==> config.mk <==
export PLATFORM = sky130hd
export DESIGN_NAME = matmul_job_arbiter_flat
export DESIGN_NICKNAME = d
export VERILOG_FILES = /design/src/rtl/matmul_job_arbiter_if.sv /design/src/rtl/matmul_job_arbiter.sv /design/src/flat_wrapper.sv
export SDC_FILE = /design/constraint.sdc
export NUM_CORES = 1
export LEC_CHECK = 0
export BUFFER_PORTS_ARGS = -buffer_cell sky130_fd_sc_hd__buf_2
export CAP_MARGIN = 5
export CORE_AREA = 3 3 338 340
export CTS_CLUSTER_SIZE = 20
export DETAILED_ROUTE_END_ITERATION = 8
export DIE_AREA = 0 0 341 343
export HOLD_SLACK_MARGIN = 0.12
export PLACE_DENSITY = 0.38
export SETUP_SLACK_MARGIN = 0.2
export SYNTH_ARGS = -nofsm -noshare
export SYNTH_HDL_FRONTEND = slang
export SYNTH_SLANG_ARGS = --single-unit
==> constraint.sdc <==
create_clock -name clk -period 10.56 [get_ports clk]
set_input_delay 2.112 -clock clk [delete_from_list [all_inputs] [get_ports clk]]
set_output_delay 2.112 -clock clk [all_outputs]
set_load 0.1 [all_outputs]
==> src/rtl/matmul_job_arbiter_if.sv <==
// -----------------------------------------------------------------------------
// matmul_job_arbiter_if
// Bundles the requester-side and multiplier-side signals of the shared 3x3
// matrix-multiply job arbiter.
//
//   Requester side : req_valid, req_A_flat, req_B_flat   (clients -> arbiter)
//                    req_grant, rsp_valid, rsp_error,
//                    rsp_C_flat, busy                     (arbiter -> clients)
//   Multiplier side: mm_start, mm_A_flat, mm_B_flat       (arbiter -> core)
//                    mm_C_flat, mm_done                   (core -> arbiter)
//
// Modports:
//   slave  - the arbiter's view
//   master - the environment's view (clients plus multiplier core)
// -----------------------------------------------------------------------------
interface matmul_job_arbiter_if #(
    parameter int NUM_REQ = 4,
    parameter int ELEM_W  = 8
);
    localparam int FLAT_W = 9 * ELEM_W;

    logic [NUM_REQ-1:0]        req_valid;
    logic [NUM_REQ*FLAT_W-1:0] req_A_flat;
    logic [NUM_REQ*FLAT_W-1:0] req_B_flat;
    logic [NUM_REQ-1:0]        req_grant;
    logic [NUM_REQ-1:0]        rsp_valid;
    logic                      rsp_error;
    logic [FLAT_W-1:0]         rsp_C_flat;
    logic                      busy;
    logic                      mm_start;
    logic [FLAT_W-1:0]         mm_A_flat;
    logic [FLAT_W-1:0]         mm_B_flat;
    logic [FLAT_W-1:0]         mm_C_flat;
    logic                      mm_done;

    modport slave (
        input  req_valid, req_A_flat, req_B_flat, mm_C_flat, mm_done,
        output req_grant, rsp_valid, rsp_error, rsp_C_flat, busy,
               mm_start, mm_A_flat, mm_B_flat
    );

    modport master (
        output req_valid, req_A_flat, req_B_flat, mm_C_flat, mm_done,
        input  req_grant, rsp_valid, rsp_error, rsp_C_flat, busy,
               mm_start, mm_A_flat, mm_B_flat
    );
endinterface

==> src/rtl/matmul_job_arbiter.sv <==
// -----------------------------------------------------------------------------
// matmul_job_arbiter
// Shares one 3x3 matrix-multiply core between NUM_REQ requesters. Pending jobs
// are arbitrated round-robin; the winner's operands are captured and the core
// is started. The result (or a timeout abort) is returned to the winner with a
// one-cycle response strobe.
//
// Ports:
//   clk    - clock, all logic on the rising edge
//   reset  - asynchronous, active-high reset
//   bus    - matmul_job_arbiter_if.slave (requester and multiplier signals)
//
// Parameters:
//   NUM_REQ - number of requesters (2..8)
//   ELEM_W  - bits per matrix element (flat matrix = 9*ELEM_W bits)
//   TIMEOUT - max cycles spent waiting for done before the job is aborted (>=2)
// -----------------------------------------------------------------------------
module matmul_job_arbiter #(
    parameter int NUM_REQ = 4,
    parameter int ELEM_W  = 8,
    parameter int TIMEOUT = 64
) (
    input  logic                clk,
    input  logic                reset,
    matmul_job_arbiter_if.slave bus
);
    localparam int FLAT_W = 9 * ELEM_W;
    localparam int IDX_W  = (NUM_REQ > 1) ? $clog2(NUM_REQ) : 1;
    localparam int WD_W   = (TIMEOUT > 1) ? $clog2(TIMEOUT) : 1;

    typedef enum logic [1:0] {
        S_IDLE  = 2'd0,
        S_START = 2'd1,
        S_WAIT  = 2'd2,
        S_RESP  = 2'd3
    } state_t;

    state_t              r_state;
    logic [IDX_W-1:0]    r_rr_ptr;
    logic [IDX_W-1:0]    r_winner;
    logic [WD_W-1:0]     r_wd;
    logic                r_done_q;
    logic [NUM_REQ-1:0]  r_grant;
    logic [NUM_REQ-1:0]  r_rsp_valid;
    logic                r_rsp_error;
    logic [FLAT_W-1:0]   r_rsp_c;
    logic                r_busy;
    logic                r_mm_start;
    logic [FLAT_W-1:0]   r_mm_a;
    logic [FLAT_W-1:0]   r_mm_b;

    logic                w_found;
    logic [IDX_W-1:0]    w_winner;
    logic [NUM_REQ-1:0]  w_win_oh;
    logic [NUM_REQ-1:0]  w_cur_oh;
    logic [FLAT_W-1:0]   w_sel_a;
    logic [FLAT_W-1:0]   w_sel_b;
    logic                w_done_rise;

    // Round-robin search: first pending requester at or after r_rr_ptr,
    // wrapping modulo NUM_REQ.
    always_comb begin
        int v_idx;
        v_idx    = 0;
        w_found  = 1'b0;
        w_winner = '0;
        for (int k = 0; k < NUM_REQ; k++) begin
            v_idx = int'(r_rr_ptr) + k;
            if (v_idx >= NUM_REQ) begin
                v_idx = v_idx - NUM_REQ;
            end
            if (!w_found && bus.req_valid[v_idx]) begin
                w_found  = 1'b1;
                w_winner = IDX_W'(v_idx);
            end
        end
    end

    assign w_win_oh    = NUM_REQ'(1) << w_winner;
    assign w_cur_oh    = NUM_REQ'(1) << r_winner;
    assign w_sel_a     = bus.req_A_flat[int'(w_winner)*FLAT_W +: FLAT_W];
    assign w_sel_b     = bus.req_B_flat[int'(w_winner)*FLAT_W +: FLAT_W];
    // Only a rising edge counts, so a done level left high by the previous
    // job is never mistaken for completion of the current one.
    assign w_done_rise = bus.mm_done & ~r_done_q;

    always_ff @(posedge clk or posedge reset) begin
        if (reset) begin
            r_state     <= S_IDLE;
            r_rr_ptr    <= '0;
            r_winner    <= '0;
            r_wd        <= '0;
            r_done_q    <= 1'b0;
            r_grant     <= '0;
            r_rsp_valid <= '0;
            r_rsp_error <= 1'b0;
            r_rsp_c     <= '0;
            r_busy      <= 1'b0;
            r_mm_start  <= 1'b0;
            r_mm_a      <= '0;
            r_mm_b      <= '0;
        end else begin
            r_done_q    <= bus.mm_done;
            r_grant     <= '0;
            r_rsp_valid <= '0;
            r_mm_start  <= 1'b0;

            case (r_state)
                S_IDLE: begin
                    if (w_found) begin
                        r_winner   <= w_winner;
                        r_grant    <= w_win_oh;
                        r_mm_a     <= w_sel_a;
                        r_mm_b     <= w_sel_b;
                        r_mm_start <= 1'b1;
                        r_busy     <= 1'b1;
                        r_state    <= S_START;
                    end
                end

                S_START: begin
                    r_wd    <= '0;
                    r_state <= S_WAIT;
                end

                S_WAIT: begin
                    // Completion takes priority over a simultaneous timeout.
                    if (w_done_rise) begin
                        r_rsp_c     <= bus.mm_C_flat;
                        r_rsp_error <= 1'b0;
                        r_rsp_valid <= w_cur_oh;
                        r_state     <= S_RESP;
                    end else if (r_wd == WD_W'(TIMEOUT - 1)) begin
                        r_rsp_c     <= '0;
                        r_rsp_error <= 1'b1;
                        r_rsp_valid <= w_cur_oh;
                        r_state     <= S_RESP;
                    end else begin
                        r_wd <= r_wd + 1'b1;
                    end
                end

                S_RESP: begin
                    if (r_winner == IDX_W'(NUM_REQ - 1)) begin
                        r_rr_ptr <= '0;
                    end else begin
                        r_rr_ptr <= r_winner + 1'b1;
                    end
                    r_busy  <= 1'b0;
                    r_state <= S_IDLE;
                end

                default: begin
                    r_state <= S_IDLE;
                end
            endcase
        end
    end

    assign bus.req_grant  = r_grant;
    assign bus.rsp_valid  = r_rsp_valid;
    assign bus.rsp_error  = r_rsp_error;
    assign bus.rsp_C_flat = r_rsp_c;
    assign bus.busy       = r_busy;
    assign bus.mm_start   = r_mm_start;
    assign bus.mm_A_flat  = r_mm_a;
    assign bus.mm_B_flat  = r_mm_b;

endmodule
==> src/flat_wrapper.sv <==
// flat-port wrapper written by rule: the top's interface ports become plain ports
module matmul_job_arbiter_flat 
#(
    parameter int NUM_REQ = 4,
    parameter int ELEM_W  = 8,
    parameter int TIMEOUT = 64
)
  (clk, reset, bus_req_valid, bus_req_A_flat, bus_req_B_flat, bus_mm_C_flat, bus_mm_done, bus_req_grant, bus_rsp_valid, bus_rsp_error, bus_rsp_C_flat, bus_busy, bus_mm_start, bus_mm_A_flat, bus_mm_B_flat);
  matmul_job_arbiter_if #(.NUM_REQ(NUM_REQ), .ELEM_W(ELEM_W)) bus_i ();
  input  logic clk;
  input  logic reset;
  input wire logic [$bits(bus_i.req_valid)-1:0] bus_req_valid;
  input wire logic [$bits(bus_i.req_A_flat)-1:0] bus_req_A_flat;
  input wire logic [$bits(bus_i.req_B_flat)-1:0] bus_req_B_flat;
  input wire logic [$bits(bus_i.mm_C_flat)-1:0] bus_mm_C_flat;
  input wire logic [$bits(bus_i.mm_done)-1:0] bus_mm_done;
  output wire logic [$bits(bus_i.req_grant)-1:0] bus_req_grant;
  output wire logic [$bits(bus_i.rsp_valid)-1:0] bus_rsp_valid;
  output wire logic [$bits(bus_i.rsp_error)-1:0] bus_rsp_error;
  output wire logic [$bits(bus_i.rsp_C_flat)-1:0] bus_rsp_C_flat;
  output wire logic [$bits(bus_i.busy)-1:0] bus_busy;
  output wire logic [$bits(bus_i.mm_start)-1:0] bus_mm_start;
  output wire logic [$bits(bus_i.mm_A_flat)-1:0] bus_mm_A_flat;
  output wire logic [$bits(bus_i.mm_B_flat)-1:0] bus_mm_B_flat;
  assign bus_i.req_valid = bus_req_valid;
  assign bus_i.req_A_flat = bus_req_A_flat;
  assign bus_i.req_B_flat = bus_req_B_flat;
  assign bus_i.mm_C_flat = bus_mm_C_flat;
  assign bus_i.mm_done = bus_mm_done;
  assign bus_req_grant = bus_i.req_grant;
  assign bus_rsp_valid = bus_i.rsp_valid;
  assign bus_rsp_error = bus_i.rsp_error;
  assign bus_rsp_C_flat = bus_i.rsp_C_flat;
  assign bus_busy = bus_i.busy;
  assign bus_mm_start = bus_i.mm_start;
  assign bus_mm_A_flat = bus_i.mm_A_flat;
  assign bus_mm_B_flat = bus_i.mm_B_flat;
  matmul_job_arbiter #(.NUM_REQ(NUM_REQ), .ELEM_W(ELEM_W), .TIMEOUT(TIMEOUT)) u_core (.clk(clk), .reset(reset), .bus(bus_i));
endmodule
Word level (Yosys, flattened, before mapping)
Cells that the tools add are included.
Operators by class
  $add $sub $neg: 9
  multipliers: 1
  order comparisons: 8
  eq/ne operators: 9
  shift operators: 4
  mux-type cells: 45
  bitwise operators: 2
  reductions and logical operators: 15
Operators with widths (number)
  288-bit by 32-bit variable part select with 72-bit output: 2
  72-bit 2-to-1 mux: 2
  32-bit by 4-bit < comparator with 1-bit output (second input constant): 4
  32-bit 2-to-1 mux: 4
  32-bit by 4-bit greater-or-equal comparator with 1-bit output (second input constant): 3
  32-bit by 4-bit subtractor with 32-bit output (second input constant): 3
  4-bit 2-to-1 mux: 5
  1-bit 2-to-1 mux: 17
  2-bit 2-to-1 mux: 8
  6-bit 2-to-1 mux: 2
  6-bit case mux with 2 select lines: 1
  1-bit binary-select mux with 2-bit select: 4
  2-bit case mux with 4 select lines: 1
  2-bit AND reduction: 4
  1-bit by 2-bit left shift with 4-bit output (first input constant): 2
  2-bit by 2-bit adder with 3-bit output (second input constant): 2
  6-bit by 1-bit adder with 6-bit output (second input constant): 1
  2-bit == test (second input constant): 3
  6-bit == test (second input constant): 1
  2-bit by 4-bit multiplier with 6-bit output (second input constant): 1
  2-bit nonzero test: 3
  2-bit inequality test (second input constant): 2
  2-bit by 3-bit subtractor with 4-bit output (second input constant): 1
  2-bit by 1-bit adder with 3-bit output (second input constant): 1
  other kinds (12): 16
Storage, ports and cells
  register bits after elaboration: 240
  input port bits: 655
  output and inout bits: 227

Depth between registers and ports, before layout
  depth after elaboration: 18
  gate-level depth with buffers: 9
  gate-level depth less buffers: 6

Worst setup path after synthesis
OpenSTA, ideal clock, no wires.
  path kind: in2reg
  start: input port bus_req_valid[2]
  end: register u_core.r_mm_a[50], in the netlist u_core.bus.mm_A_flat[50]
  setup time: 0.129 ns
  arrival time: 3.414 ns
  data required time: 10.431 ns
  setup slack: 7.017 ns
  cell stages on the path: 9
  buffers on the path: 3
  cells stage by stage: buf_6 > or2_1 > or2_1 > nand2_2 > inv_2 > buf_2 > clkbuf_1 > o21ai_0 > o22ai_1
Between the ends
  word-level cells in the longest chain between the ends: 15
  elaborated cells on any way between the ends: 29
  classes of those cells: mul: 1; shift: 1; mux: 20; reduce/logical: 7
RTL lines
  start: declaration: RTL line flat_wrapper.sv:12  | input wire logic [$bits(bus_i.req_valid)-1:0] bus_req_valid;
  1-bit binary-select mux with 2-bit select: RTL line matmul_job_arbiter.sv:72  | if (!w_found && bus.req_valid[v_idx]) begin
  1-bit 2-to-1 mux (not written as such) (2 in series): RTL line matmul_job_arbiter.sv:72
  1-bit 2-to-1 mux: RTL line matmul_job_arbiter.sv:72
  1-bit zero test: RTL line matmul_job_arbiter.sv:72
  1-bit logical AND: RTL line matmul_job_arbiter.sv:72
  1-bit 2-to-1 mux: RTL line matmul_job_arbiter.sv:72
  1-bit zero test: RTL line matmul_job_arbiter.sv:72
  1-bit logical AND: RTL line matmul_job_arbiter.sv:72
  1-bit 2-to-1 mux: RTL line matmul_job_arbiter.sv:72
  1-bit zero test: RTL line matmul_job_arbiter.sv:72
  1-bit logical AND: RTL line matmul_job_arbiter.sv:72
  2-bit 2-to-1 mux: RTL line matmul_job_arbiter.sv:72
  2-bit by 4-bit multiplier with 6-bit output: RTL line matmul_job_arbiter.sv:81  | assign w_sel_a = bus.req_A_flat[int'(w_winner)*FLAT_W +: FLAT_W];
  288-bit by 32-bit variable part select with 72-bit output: RTL line matmul_job_arbiter.sv:81
  end signal: assignment: RTL line matmul_job_arbiter.sv:113  | r_mm_a <= w_sel_a;
  end: declaration: RTL line matmul_job_arbiter.sv:49  | logic [FLAT_W-1:0] r_mm_a;
Parallel ways exist; a longest one is shown, timed or not. The select of a mux whose other input is x is not followed.
A chain may end at the register's enable or synchronous reset.

Final worst setup path
  start: input port bus_req_valid[3]
  end: register u_core.r_mm_b[5], in the netlist u_core.bus.mm_B_flat[5]
Between the ends
  word-level cells in the longest chain between the ends: 15
  elaborated cells on any way between the ends: 29
  classes of those cells: mul: 1; shift: 1; mux: 20; reduce/logical: 7
RTL lines
  1-bit binary-select mux with 2-bit select: RTL line matmul_job_arbiter.sv:72
  1-bit 2-to-1 mux (not written as such) (2 in series): RTL line matmul_job_arbiter.sv:72
  1-bit 2-to-1 mux: RTL line matmul_job_arbiter.sv:72
  1-bit zero test: RTL line matmul_job_arbiter.sv:72
  1-bit logical AND: RTL line matmul_job_arbiter.sv:72
  1-bit 2-to-1 mux: RTL line matmul_job_arbiter.sv:72
  1-bit zero test: RTL line matmul_job_arbiter.sv:72
  1-bit logical AND: RTL line matmul_job_arbiter.sv:72
  1-bit 2-to-1 mux: RTL line matmul_job_arbiter.sv:72
  1-bit zero test: RTL line matmul_job_arbiter.sv:72
  1-bit logical AND: RTL line matmul_job_arbiter.sv:72
  2-bit 2-to-1 mux: RTL line matmul_job_arbiter.sv:72
  2-bit by 4-bit multiplier with 6-bit output: RTL line matmul_job_arbiter.sv:82  | assign w_sel_b = bus.req_B_flat[int'(w_winner)*FLAT_W +: FLAT_W];
  288-bit by 32-bit variable part select with 72-bit output: RTL line matmul_job_arbiter.sv:82
  end signal: assignment: RTL line matmul_job_arbiter.sv:114  | r_mm_b <= w_sel_b;
  end: declaration: RTL line matmul_job_arbiter.sv:50  | logic [FLAT_W-1:0] r_mm_b;
Parallel ways exist; a longest one is shown, timed or not. The select of a mux whose other input is x is not followed.

==> impl_metrics.json <==
{
  "status": "finished clean",
  "drt_drc_violations_left": 0,
  "endpoint_kind": "flop",
  "nets": 2778,
  "leakage_nw": 9.343,
  "multiInputGateArea_um2": 6381,
  "ir_drop_mv": 0.2132,
  "placed_area_um2": 18930,
  "tritoncts": "yes",
  "cts_htree_levels": 2,
  "finalHoldViolCount": 0,
  "seq_area_um2": 6006,
  "grt_max_degree": 155,
  "grt_usage": 0.1298,
  "cp.required_ns": 10.98,
  "vias": 14515,
  "cpPeakStageDelay_ns": 0.84,
  "totalNegativeSetupSlack_ns": 0,
  "holdWs_ns": 0.4912,
  "slew_viol_final": 0,
  "dr.pass1.iters": 6,
  "critPathKind": "primary input to flop",
  "rsz0062_at_grt": "false",
  "slowest_stage": "a221oi_4",
  "wl_per_cell_um": 22.29,
  "rows": 123,
  "postCtsHoldBufs": 0,
  "yosys_warnings": 0,
  "skew_ns": 0.01234,
  "path_max_fanout": 81,
  "design_area_um2": 20070,
  "arrival_ns": 5.44,
  "port_buffers": 881,
  "cts_resized": 0,
  "cts_setup_buffers": 0,
  "crit_buf_inv": 4,
  "maxSlewHeadroom": 0.2491,
  "hp-class": "flop to flop",
  "start_util": 0.1166,
  "timing.final.crit_share": 0.4750,
  "max_freq_ghz": 0.1994,
  "min_period_ns": 5.016,
  "core_area_um2": 111900,
  "n_fill_cell": 12601,
  "setup_viol": 0,
  "cap_violations": 0,
  "power_density_nw_per_um2": 422.7,
  "dieWidth_um": 341,
  "ant_nets": 0,
  "drt_wl_total_um": 81210,
  "vias_per_cell": 3.983,
  "ys_seq_area_frac": 0.4604,
  "syn-num-nets": 1973,
  "io_pins": 882,
  "numCtsBuffers": 35,
  "syn_area_um2": 13040,
  "drt_iter0_drc": 1013,
  "hpwl_um": 63010,
  "antenna_found_initial": 26,
  "syn_area_per_cell_um2": 9.965,
  "overflow": 0,
  "path_cells": "buf_2, buf_4, mux2i_1, a221oi_4, buf_4, buf_12, mux2i_1, o22ai_1",
  "grt_pass1_wl_um": 109300,
  "cts.sinks": 240,
  "grt_pass1_vias": 14306,
  "tightest_slew_ns": 1.126,
  "die-area_um2": 117000,
  "gp_congestion": 0.8092,
  "die_h_um": 343,
  "clock-root-buffer": "clkbuf_16",
  "synthCells": 1309,
  "start_kind": "primary input",
  "syn_to_final_growth_pct": 53.84,
  "drive_gt1_frac": 0.4516,
  "ys_seq_elements": 240,
  "synth.distinct_cells": 42,
  "crit_family": "buffers and inverters",
  "fin_total_pwr_mw": 8.482,
  "clk_latency_ns": 0.57,
  "cts.clk_slew.worst_paths_ns": 0.06,
  "clock_path_buffers": 3
}
[sequential cells by signal (all words and copies together), names as in the netlist]
signal and flops:
u_core.bus.busy 1, u_core.bus.mm_A_flat 72, u_core.bus.mm_B_flat 72, u_core.bus.mm_start 1, u_core.bus.req_grant 4, u_core.bus.rsp_C_flat 72, u_core.bus.rsp_error 1, u_core.bus.rsp_valid 4
u_core.r_done_q 1, u_core.r_rr_ptr 2, u_core.r_state 2, u_core.r_wd 6, u_core.r_winner 2
[kinds of logic after synthesis]
logic type,after synthesis,synth area share
xor gates and xnor gates,2,0.001343
muxes,146,0.1120
and+or+nand+nor,232,0.07866
AOI/OAI and AO/OA,533,0.2837
DFF,240,0.4604
adders and majority gates,9,0.008633
buffers and inverters,147,0.05516
[power breakdown]
group / switching [mW] / internal, mW
clock: 0.487 / 0.718
combinational: 4.52 / 1.12
sequential: 0.294 / 1.35
[through the flow]
step,setup WS [ns],utilization,instances
2_1_floorplan,1.860,-,1309
3_3_place_gp,5.022,0.1692,3577
3_5_place_dp,4.963,0.1692,3577
4_1_cts,5.571,0.1792,3639
5_1_grt,5.460,0.1793,3643
6_report,5.544,0.1794,3644
[synth_stat cells]
master | n | area, µm²
nor3_1 | 2 | 10.01
a21oi_1 | 9 | 45.04
a22o_1 | 75 | 656.9
a221oi_2 | 1 | 15.01
inv_2 | 1 | 3.750
o22ai_1 | 144 | 900.9
and2_2 | 1 | 7.510
mux2i_1 | 146 | 1461
nand4_1 | 1 | 6.260
inv_1 | 9 | 33.78
a22oi_1 | 1 | 7.510
o21ai_0 | 134 | 670.6
or2_1 | 3 | 18.77
nor2_1 | 157 | 589.3
o21ai_1 | 18 | 90.09
clkbuf_1 | 76 | 285.3
and3_1 | 36 | 225.2
a41oi_1 | 1 | 8.760
nand3_1 | 2 | 10.01
a21o_1 | 1 | 7.510
a211oi_1 | 1 | 7.510
and2_1 | 2 | 12.51
nor2b_1 | 7 | 43.79
ha_1 | 9 | 112.6
nor4_1 | 1 | 6.260
xnor2_1 | 2 | 17.52
buf_2 | 29 | 145.1
o31ai_1 | 1 | 7.510
a221oi_1 | 144 | 1261
a31oi_1 | 1 | 6.260
buf_1 | 9 | 33.78
or2_2 | 1 | 6.260
o221ai_1 | 1 | 8.760
nand2_1 | 13 | 48.80
nand2_2 | 1 | 6.260
buf_4 | 11 | 82.58
and4_1 | 1 | 8.760
nand2b_1 | 3 | 18.77
buf_6 | 12 | 135.1
o21a_1 | 1 | 7.510
dfrtp_1 | 240 | 6006
nand3b_1 | 1 | 7.510
[layout by cell type (no fill, tap or decap), drive strengths merged, types with 2 or more instances in the layout]
master and instances:
nand2 14, bufinv 3, a221oi 145, clkbuf 52
nor3 2, and2 3, o22ai 144, diode 5
o21ai 152, inv 11, or2 4, a22o 75
mux2i 146, nor2 157, dfrtp 240, nor2b 7
nand2b 3, ha 9, xnor2 2, nand3 2
and3 36, buf 905, clkinv 5, a21oi 9
[final cells by class]
type                    instances  share of cell area
multi-input cells             922              0.3180
well taps                    1500             0.09353
flip-flops and latches        240              0.2993
clock buffers                  52             0.04888
repair buffers                905              0.2300
clock inverters                10            0.007108
diodes                          5           0.0006235
inverters                      10            0.002619
[path summary, 6_finish.rpt]
path | start | endpoint | slack [ns] | depth (start not counted)
setup / recovery | bus_req_valid[3] | u_core.bus.mm_B_flat[5] | 5.54 | 8
hold / removal | u_core.bus.rsp_C_flat[47] | u_core.bus.rsp_C_flat[47] | 0.49 | 1
setup reg to reg | u_core.r_rr_ptr[1] | u_core.bus.mm_B_flat[5] | 7.25 | 7
hold reg to reg | u_core.bus.rsp_C_flat[47] | u_core.bus.rsp_C_flat[47] | 0.49 | 1
max in group asynchronous | reset | u_core.bus.mm_B_flat[28] | 6.91 | 4
min in group asynchronous | reset | u_core.bus.rsp_C_flat[67] | 1.65 | 2
[routing by layer]
layer	global-route usage	routed length, µm	up-vias
li1	-	-	6732
met1	0.1603	32360	6959
met5	0	52	-
met3	0.04153	7817	98
met4	0.04411	2112	8
met2	0.2126	38870	718
Power figures use the tool's default switching activity.
